### config.mk
export PLATFORM = sky130hd
export DESIGN_NAME = demux_1ton_hs_flat
export DESIGN_NICKNAME = d
export VERILOG_FILES = /design/src/rtl/demux_1ton_hs_if.sv /design/src/rtl/demux_1ton_hs.sv /design/src/flat_wrapper.sv
export SDC_FILE = /design/constraint.sdc
export NUM_CORES = 1
export LEC_CHECK = 0
export CAP_MARGIN = 20
export CORE_ASPECT_RATIO = 0.6
export CORE_MARGIN = 8
export CORE_UTILIZATION = 40
export CTS_BUF_LIST = sky130_fd_sc_hd__clkbuf_16
export CTS_CLUSTER_DIAMETER = 60
export CTS_CLUSTER_SIZE = 30
export DETAILED_ROUTE_END_ITERATION = 12
export PLACE_DENSITY = 0.71
export REMOVE_ABC_BUFFERS = 1
export SLEW_MARGIN = 25
export SYNTH_ARGS = -nofsm -noshare
export SYNTH_HDL_FRONTEND = slang
export SYNTH_SLANG_ARGS = --single-unit
### constraint.sdc
create_clock -name clk -period 1.85 [get_ports clk]
set_input_delay 0.185 -clock clk [delete_from_list [all_inputs] [get_ports clk]]
set_output_delay 0.185 -clock clk [all_outputs]
set_load 0.1 [all_outputs]
### src/rtl/demux_1ton_hs_if.sv
// ----------------------------------------------------------------------------
// demux_1ton_hs_if
//   Bundles the input handshake, the per-channel output handshakes and the
//   drop-reporting status of the 1:N demultiplexer.
//   master : producer/consumer side (drives d, d_valid, s, bcast, y_ready)
//   slave  : demultiplexer side (drives d_ready, y, y_valid, err_sel, drop_cnt)
//   SEL_W is derived from N_OUT and cannot be overridden.
// ----------------------------------------------------------------------------
interface demux_1ton_hs_if #(
    parameter int WIDTH = 8,
    parameter int N_OUT = 4,
    parameter int CNT_W = 8
);
    localparam int SEL_W = $clog2(N_OUT);

    logic [WIDTH-1:0]       d;
    logic                   d_valid;
    logic                   d_ready;
    logic [SEL_W-1:0]       s;
    logic                   bcast;
    logic [N_OUT*WIDTH-1:0] y;
    logic [N_OUT-1:0]       y_valid;
    logic [N_OUT-1:0]       y_ready;
    logic                   err_sel;
    logic [CNT_W-1:0]       drop_cnt;

    modport master (
        output d, d_valid, s, bcast, y_ready,
        input  d_ready, y, y_valid, err_sel, drop_cnt
    );

    modport slave (
        input  d, d_valid, s, bcast, y_ready,
        output d_ready, y, y_valid, err_sel, drop_cnt
    );
endinterface

### src/rtl/demux_1ton_hs.sv
// ----------------------------------------------------------------------------
// demux_1ton_hs
//   Registered 1:N demultiplexer with valid/ready handshakes. Each output
//   channel owns a single-entry buffer. An accepted word is written into the
//   channel chosen by s, or into every channel when bcast=1, and shows up on
//   the edge after acceptance. A select that names no channel drains the word,
//   pulses err_sel for one cycle and bumps a saturating drop counter.
//   Ports:
//     clk    rising-edge clock
//     rst_n  asynchronous active-low reset
//     bus    demux_1ton_hs_if.slave (d/d_valid/d_ready/s/bcast in,
//            y/y_valid/y_ready per channel, err_sel, drop_cnt)
// ----------------------------------------------------------------------------
module demux_1ton_hs #(
    parameter int WIDTH = 8,
    parameter int N_OUT = 4,
    parameter int CNT_W = 8
) (
    input  logic            clk,
    input  logic            rst_n,
    demux_1ton_hs_if.slave  bus
);

    logic [N_OUT*WIDTH-1:0] y_q, y_d;
    logic [N_OUT-1:0]       y_valid_q, y_valid_d;
    logic                   err_sel_q, err_sel_d;
    logic [CNT_W-1:0]       drop_cnt_q, drop_cnt_d;

    logic [N_OUT-1:0]       free_s;
    logic [N_OUT-1:0]       load_s;
    logic                   sel_legal_s;
    logic                   sel_free_s;
    logic                   d_ready_s;
    logic                   accept_s;
    logic                   drop_s;

    // Ready/accept decode: a channel is free when empty or draining this cycle,
    // so consumer ready passes straight through to d_ready.
    always_comb begin
        free_s      = ~y_valid_q | bus.y_ready;
        sel_legal_s = (32'(bus.s) < 32'(N_OUT));
        sel_free_s  = 1'b0;
        for (int i = 0; i < N_OUT; i++) begin
            if (32'(bus.s) == 32'(i)) begin
                sel_free_s = free_s[i];
            end else begin
                sel_free_s = sel_free_s;
            end
        end

        if (bus.bcast) begin
            d_ready_s = &free_s;
        end else if (sel_legal_s) begin
            d_ready_s = sel_free_s;
        end else begin
            // Nobody owns this word; always take it so the source never stalls.
            d_ready_s = 1'b1;
        end

        accept_s = bus.d_valid && d_ready_s;
        drop_s   = accept_s && !bus.bcast && !sel_legal_s;

        for (int i = 0; i < N_OUT; i++) begin
            load_s[i] = accept_s && (bus.bcast || (32'(bus.s) == 32'(i)));
        end
    end

    // Next-state for channel buffers, error pulse and drop counter.
    always_comb begin
        y_d        = y_q;
        y_valid_d  = y_valid_q;
        err_sel_d  = drop_s;
        drop_cnt_d = drop_cnt_q;

        for (int i = 0; i < N_OUT; i++) begin
            if (load_s[i]) begin
                // A load wins over a same-cycle drain: no bubble between words.
                y_d[i*WIDTH +: WIDTH] = bus.d;
                y_valid_d[i]          = 1'b1;
            end else if (y_valid_q[i] && bus.y_ready[i]) begin
                // Data is left in place; only the valid flag drops.
                y_valid_d[i] = 1'b0;
            end else begin
                y_valid_d[i] = y_valid_q[i];
            end
        end

        if (drop_s && (drop_cnt_q != {CNT_W{1'b1}})) begin
            drop_cnt_d = drop_cnt_q + CNT_W'(1);
        end else begin
            drop_cnt_d = drop_cnt_q;
        end
    end

    // State registers.
    always_ff @(posedge clk or negedge rst_n) begin
        if (!rst_n) begin
            y_q        <= {(N_OUT*WIDTH){1'b0}};
            y_valid_q  <= {N_OUT{1'b0}};
            err_sel_q  <= 1'b0;
            drop_cnt_q <= {CNT_W{1'b0}};
        end else begin
            y_q        <= y_d;
            y_valid_q  <= y_valid_d;
            err_sel_q  <= err_sel_d;
            drop_cnt_q <= drop_cnt_d;
        end
    end

    assign bus.d_ready  = d_ready_s;
    assign bus.y        = y_q;
    assign bus.y_valid  = y_valid_q;
    assign bus.err_sel  = err_sel_q;
    assign bus.drop_cnt = drop_cnt_q;

endmodule

### src/flat_wrapper.sv
// flat-port wrapper written by rule: the top's interface ports become plain ports
module demux_1ton_hs_flat 
#(
    parameter int WIDTH = 8,
    parameter int N_OUT = 4,
    parameter int CNT_W = 8
)
  (clk, rst_n, bus_d, bus_d_valid, bus_s, bus_bcast, bus_y_ready, bus_d_ready, bus_y, bus_y_valid, bus_err_sel, bus_drop_cnt);
  demux_1ton_hs_if #(.WIDTH(WIDTH), .N_OUT(N_OUT), .CNT_W(CNT_W)) bus_i ();
  input  logic clk;
  input  logic rst_n;
  input wire logic [$bits(bus_i.d)-1:0] bus_d;
  input wire logic [$bits(bus_i.d_valid)-1:0] bus_d_valid;
  input wire logic [$bits(bus_i.s)-1:0] bus_s;
  input wire logic [$bits(bus_i.bcast)-1:0] bus_bcast;
  input wire logic [$bits(bus_i.y_ready)-1:0] bus_y_ready;
  output wire logic [$bits(bus_i.d_ready)-1:0] bus_d_ready;
  output wire logic [$bits(bus_i.y)-1:0] bus_y;
  output wire logic [$bits(bus_i.y_valid)-1:0] bus_y_valid;
  output wire logic [$bits(bus_i.err_sel)-1:0] bus_err_sel;
  output wire logic [$bits(bus_i.drop_cnt)-1:0] bus_drop_cnt;
  assign bus_i.d = bus_d;
  assign bus_i.d_valid = bus_d_valid;
  assign bus_i.s = bus_s;
  assign bus_i.bcast = bus_bcast;
  assign bus_i.y_ready = bus_y_ready;
  assign bus_d_ready = bus_i.d_ready;
  assign bus_y = bus_i.y;
  assign bus_y_valid = bus_i.y_valid;
  assign bus_err_sel = bus_i.err_sel;
  assign bus_drop_cnt = bus_i.drop_cnt;
  demux_1ton_hs #(.WIDTH(WIDTH), .N_OUT(N_OUT), .CNT_W(CNT_W)) u_core (.clk(clk), .rst_n(rst_n), .bus(bus_i));
endmodule
* After elaboration in Yosys (flattened, before gate mapping)
Index checks and enable logic that the tools add are counted.
** Storage, ports and cells
- Logic and storage cells :: 45
- Register bits :: 36
- Output and inout bits :: 46
** Operators by class
- Mux-type cells :: 13
- Reduce and logical (&&, ||, !) cells :: 19
- Equality and inequality tests :: 3
- Bitwise operators :: 2
** Operators by type and width (count)
- 2-to-1 mux 1 bit :: 13
- logical AND 1 bit :: 9
- nonzero test 2 bit :: 4
- equality test 2 bit (second input constant) :: 2
- logical OR 1 bit :: 4
- inverter 4 bit :: 1
- OR 4 bit :: 1
- AND reduction 4 bit :: 1
- equality test 2 x 1 -> 1 bit (second input constant) :: 1
- zero test 2 bit :: 1

* Logic depth before layout (Yosys ltp)
- Depth in word-level cells :: 10
- Mapped depth :: 5
- Mapped depth without buffers :: 4

* Worst setup path after synthesis
Ideal clock, no wire load.
- Kind :: reg-to-output
- From :: register u_core.y_valid_q[0], in the netlist u_core.bus.y_valid[0]
- To :: output port bus_d_ready
- Setup slack :: -1892 ps
- Cell stages (with the launch flop) :: 4
- Required time :: 1665 ps
- Data arrival time :: 3557 ps
- Cells stage by stage :: dfrtp_1 > nand2b_1 > o221ai_2 > a221oi_1
** On the way
- Word-level cells in the longest chain between the ends :: 7
- Elaborated cells between the ends (all ways) :: 8
- Those cells by class :: mux (5); bitwise (2); reduce/logical (1)
** Ends and longest elaborated chain
- start, declared :: RTL line demux_1ton_hs.sv:25 : logic [N_OUT-1:0] y_valid_q, y_valid_d;
- start signal, assigned :: RTL line demux_1ton_hs.sv:99 : y_valid_q <= {N_OUT{1'b0}};
- start signal, assigned :: RTL line demux_1ton_hs.sv:104 : y_valid_q <= y_valid_d;
- inverter 4 bit * :: RTL line demux_1ton_hs.sv:40 : free_s = ~y_valid_q | bus.y_ready;
- OR 4 bit * :: RTL line demux_1ton_hs.sv:40
- 2-to-1 mux 1 bit (4 in a row) :: RTL line demux_1ton_hs.sv:44 : if (32'(bus.s) == 32'(i)) begin
- 2-to-1 mux 1 bit * :: RTL line demux_1ton_hs.sv:51 : if (bus.bcast) begin
- end, declared :: RTL line flat_wrapper.sv:17 : output wire logic [$bits(bus_i.d_ready)-1:0] bus_d_ready;
Mark *: on every way between the ends. The rest lies on a longest branch, timed or not.

* Final worst setup path
- From :: register u_core.y_valid_q[1], in the netlist u_core.bus.y_valid[1]
- To :: output port bus_d_ready
** On the way
- Word-level cells in the longest chain between the ends :: 6
- Elaborated cells between the ends (all ways) :: 7
- Those cells by class :: mux (4); bitwise (2); reduce/logical (1)
** Ends and longest elaborated chain (RTL line)
- inverter 4 bit * :: demux_1ton_hs.sv:40
- OR 4 bit * :: demux_1ton_hs.sv:40
- 2-to-1 mux 1 bit (3 in a row) :: demux_1ton_hs.sv:44
- 2-to-1 mux 1 bit * :: demux_1ton_hs.sv:51
Marks and branches as above.

==> impl_metrics.tcl <==
set metrics [dict create \
    synth_top_cell_by_area "dfrtp_1" \
    pin_count 64 \
    min-delay-path-class "input port to asynchronous set/reset pin" \
    drtPass1Iterations 4 \
    vias 1156 \
    clk_pin_slew_worst_paths_ps 60 \
    dpl.hpwl_mm 3.26 \
    yosys-top-cells-area "dfrtp_1, mux2_2, mux2_4" \
    yosysSeqAreaShare_pct 54.7 \
    routed_wl_mm 4.26 \
    fillers 325 \
    grt_pass1_vias 1372 \
    grt_pass1_wl_mm 7.02 \
    clockRootBuffer "clkbuf_16" \
    vias_per_cell 4.96 \
    worst_pin_slew_ps 788 \
    ys_warn_count 0 \
    rsz0062_at_grt "false" \
    regToRegSetupSlack_ps 100 \
    numCtsBuffers 5 \
    place.port_buffers 54 \
    skew_ps 5.40 \
    status "finished, violations left" \
    row_count 18 \
    area_growth_pct 47.2 \
    finalCriticalPeriod_ps 1770 \
    worst_ep_arrival_time_ps 1590 \
    grt_max_degree 37 \
    whs_ps -9.55 \
    required_ps 1660 \
    yosysMostFrequentCell "dfrtp_1" \
    cts_num_sinks 36 \
    finalSetupViolations 0 \
    antenna_found_initial 0 \
    cp_slowest_stage_delay_ps 450 \
    reg2regPathDepth 5 \
    crit_type "flip-flop to output pin" \
    netlist_instances 110 \
    violations "negative hold slack" \
    synth_top_area_share_pct 54.7 \
    synth_edf_count 0 \
    placedCellCount 225 \
    diodes 0 \
    cp_max_fo 3 \
    cts_hold_buf 0 \
    cts_tree "done" \
    crit_slowest_cell "dfrtp_1" \
    path_cells "nand4bb_4 > o221ai_4 > a221oi_2 > buf_4 > buf_12" \
    startpoint_type "flip-flop" \
    clock_latency_ps 280 \
    final_max_slew_viol_count 0 \
    cts_max_path_buffers 2 \
    maxCapViolCount 0 \
    grt_usage_pct 14.1 \
    crit_path_end_kind "output pin" \
    r2r-start "u_core.bus.y_valid[0]" \
    grt_overflow 0 \
    gp_congestion 0.756 \
    max_freq_mhz 564 \
    die-height_um 65.7 \
    drc 0 \
    die_x_um 98.9 \
    start_util_pct 40.9 \
    final_nets 201 \
    syn_area_um2 1650 \
    synth_cell_type_count 28 \
    async_reset_ff_share_pct 100 \
    slew-limit-headroom_pct 47.5 \
    rr_endpoint "u_core.bus.y[12]" \
    ant_nets 0 \
    core_area_um2 4030 \
    synth-seq-cells 36 \
    wl_per_cell_um 18.3 \
    hold_viol 28 \
    synth_flop_cell "dfrtp_1" \
    fin_cells 233 \
    die-area_um2 6500 \
    drt_iter0_drc 13 \
    cts_htree_levels 2 \
    synth.avg_cell_area_um2 15.0 \
    period_share_pct 95.9 \
    post_synth_most_frequent_cells "dfrtp_1, mux2_2, buf_4, mux2_4, nand2b_1" \
    fin_setup_tns_ps 0 \
    drive_above_1_share_pct 56.8 \
]
[through the flow]
stage                     util (%)  setup WS, ps  instance area (um^2)
final                         60.2          75.5                  2430
after detailed placement      55.2          -258                  2230
after CTS                     59.3         -39.8                  2390
after global routing          60.2          11.6                  2430
after floorplan                  -         -1890                  1600
after global placement        55.2          -207                  2230
[worst max path at each step]
stage | startpoint | to | slack (ps) | cells after the start
floorplan | u_core.bus.y_valid[0] | bus_d_ready | -1890 | 3
detailed placement | bus_y_ready[0] | u_core.bus.y[12] | -260 | 6
CTS | bus_s[1] | bus_d_ready | -40 | 7
finish | u_core.bus.y_valid[1] | bus_d_ready | 80 | 5
global placement | bus_y_ready[0] | u_core.bus.y[13] | -210 | 6
global route | u_core.bus.y_valid[1] | bus_d_ready | 10 | 5
[metal layers]
metal | track usage (%) | up-vias | routed length [um]
met5 | 0 | - | 0
met4 | 8.92 | 0 | 131
met3 | 6.01 | 14 | 388
met2 | 23.5 | 48 | 1990
met1 | 14.7 | 568 | 1750
li1 | - | 526 | -
[sequential cells by signal, summed over array words and instances, names as in the netlist]
signal              count
u_core.bus.y           32
u_core.bus.y_valid      4
[logic make-up after synthesis]
| logic type | Yosys count | synth area share (%) |
|---|---|---|
| compound gates | 14 | 9.95 |
| flops | 36 | 54.7 |
| buf+inv | 11 | 5.01 |
| simple gates | 16 | 6.45 |
| other cells | 1 | 0.228 |
| mux | 32 | 23.7 |
[timing repair]
item,4_1_cts,5_1_grt
setup endpoints to repair,2,16
cloned,0,0
gates resized for setup,3,6
setup buffers,1,0
pin swaps,1,0
[area by class of cell]
type	instances	area [um^2]	area share (%)
tap	50	62.6	2.58
clock buffer	5	125	5.16
inverter	1	3.75	0.155
clock inverter	2	12.5	0.516
timing repair buffer	68	581	23.9
sequential	36	901	37.1
multi-input combinational	71	741	30.5
[worst max-delay path: cells and delay by family, from the launching register on]
family	cells	cell delay (ps)
flip-flops	1	450
AND/OR/NAND/NOR	1	150
buffers and inverters	2	320
AO/OA/AOI/OAI	2	370
[placed cells by master (no fill, tap or decap), drive strengths merged, types with 3 or more instances in the layout]
cell type      instances
clkbuf                 5
buf                   52
o21ai                  4
conb                   9
clkdlybuf4s50         13
mux2                  32
dlymetal6s2s           3
dfrtp                 36
nand2b                 6
Power is left out: the tool's default activity adds up to more than one toggle a clock period on the data nets, which glitch-free logic cannot reach.
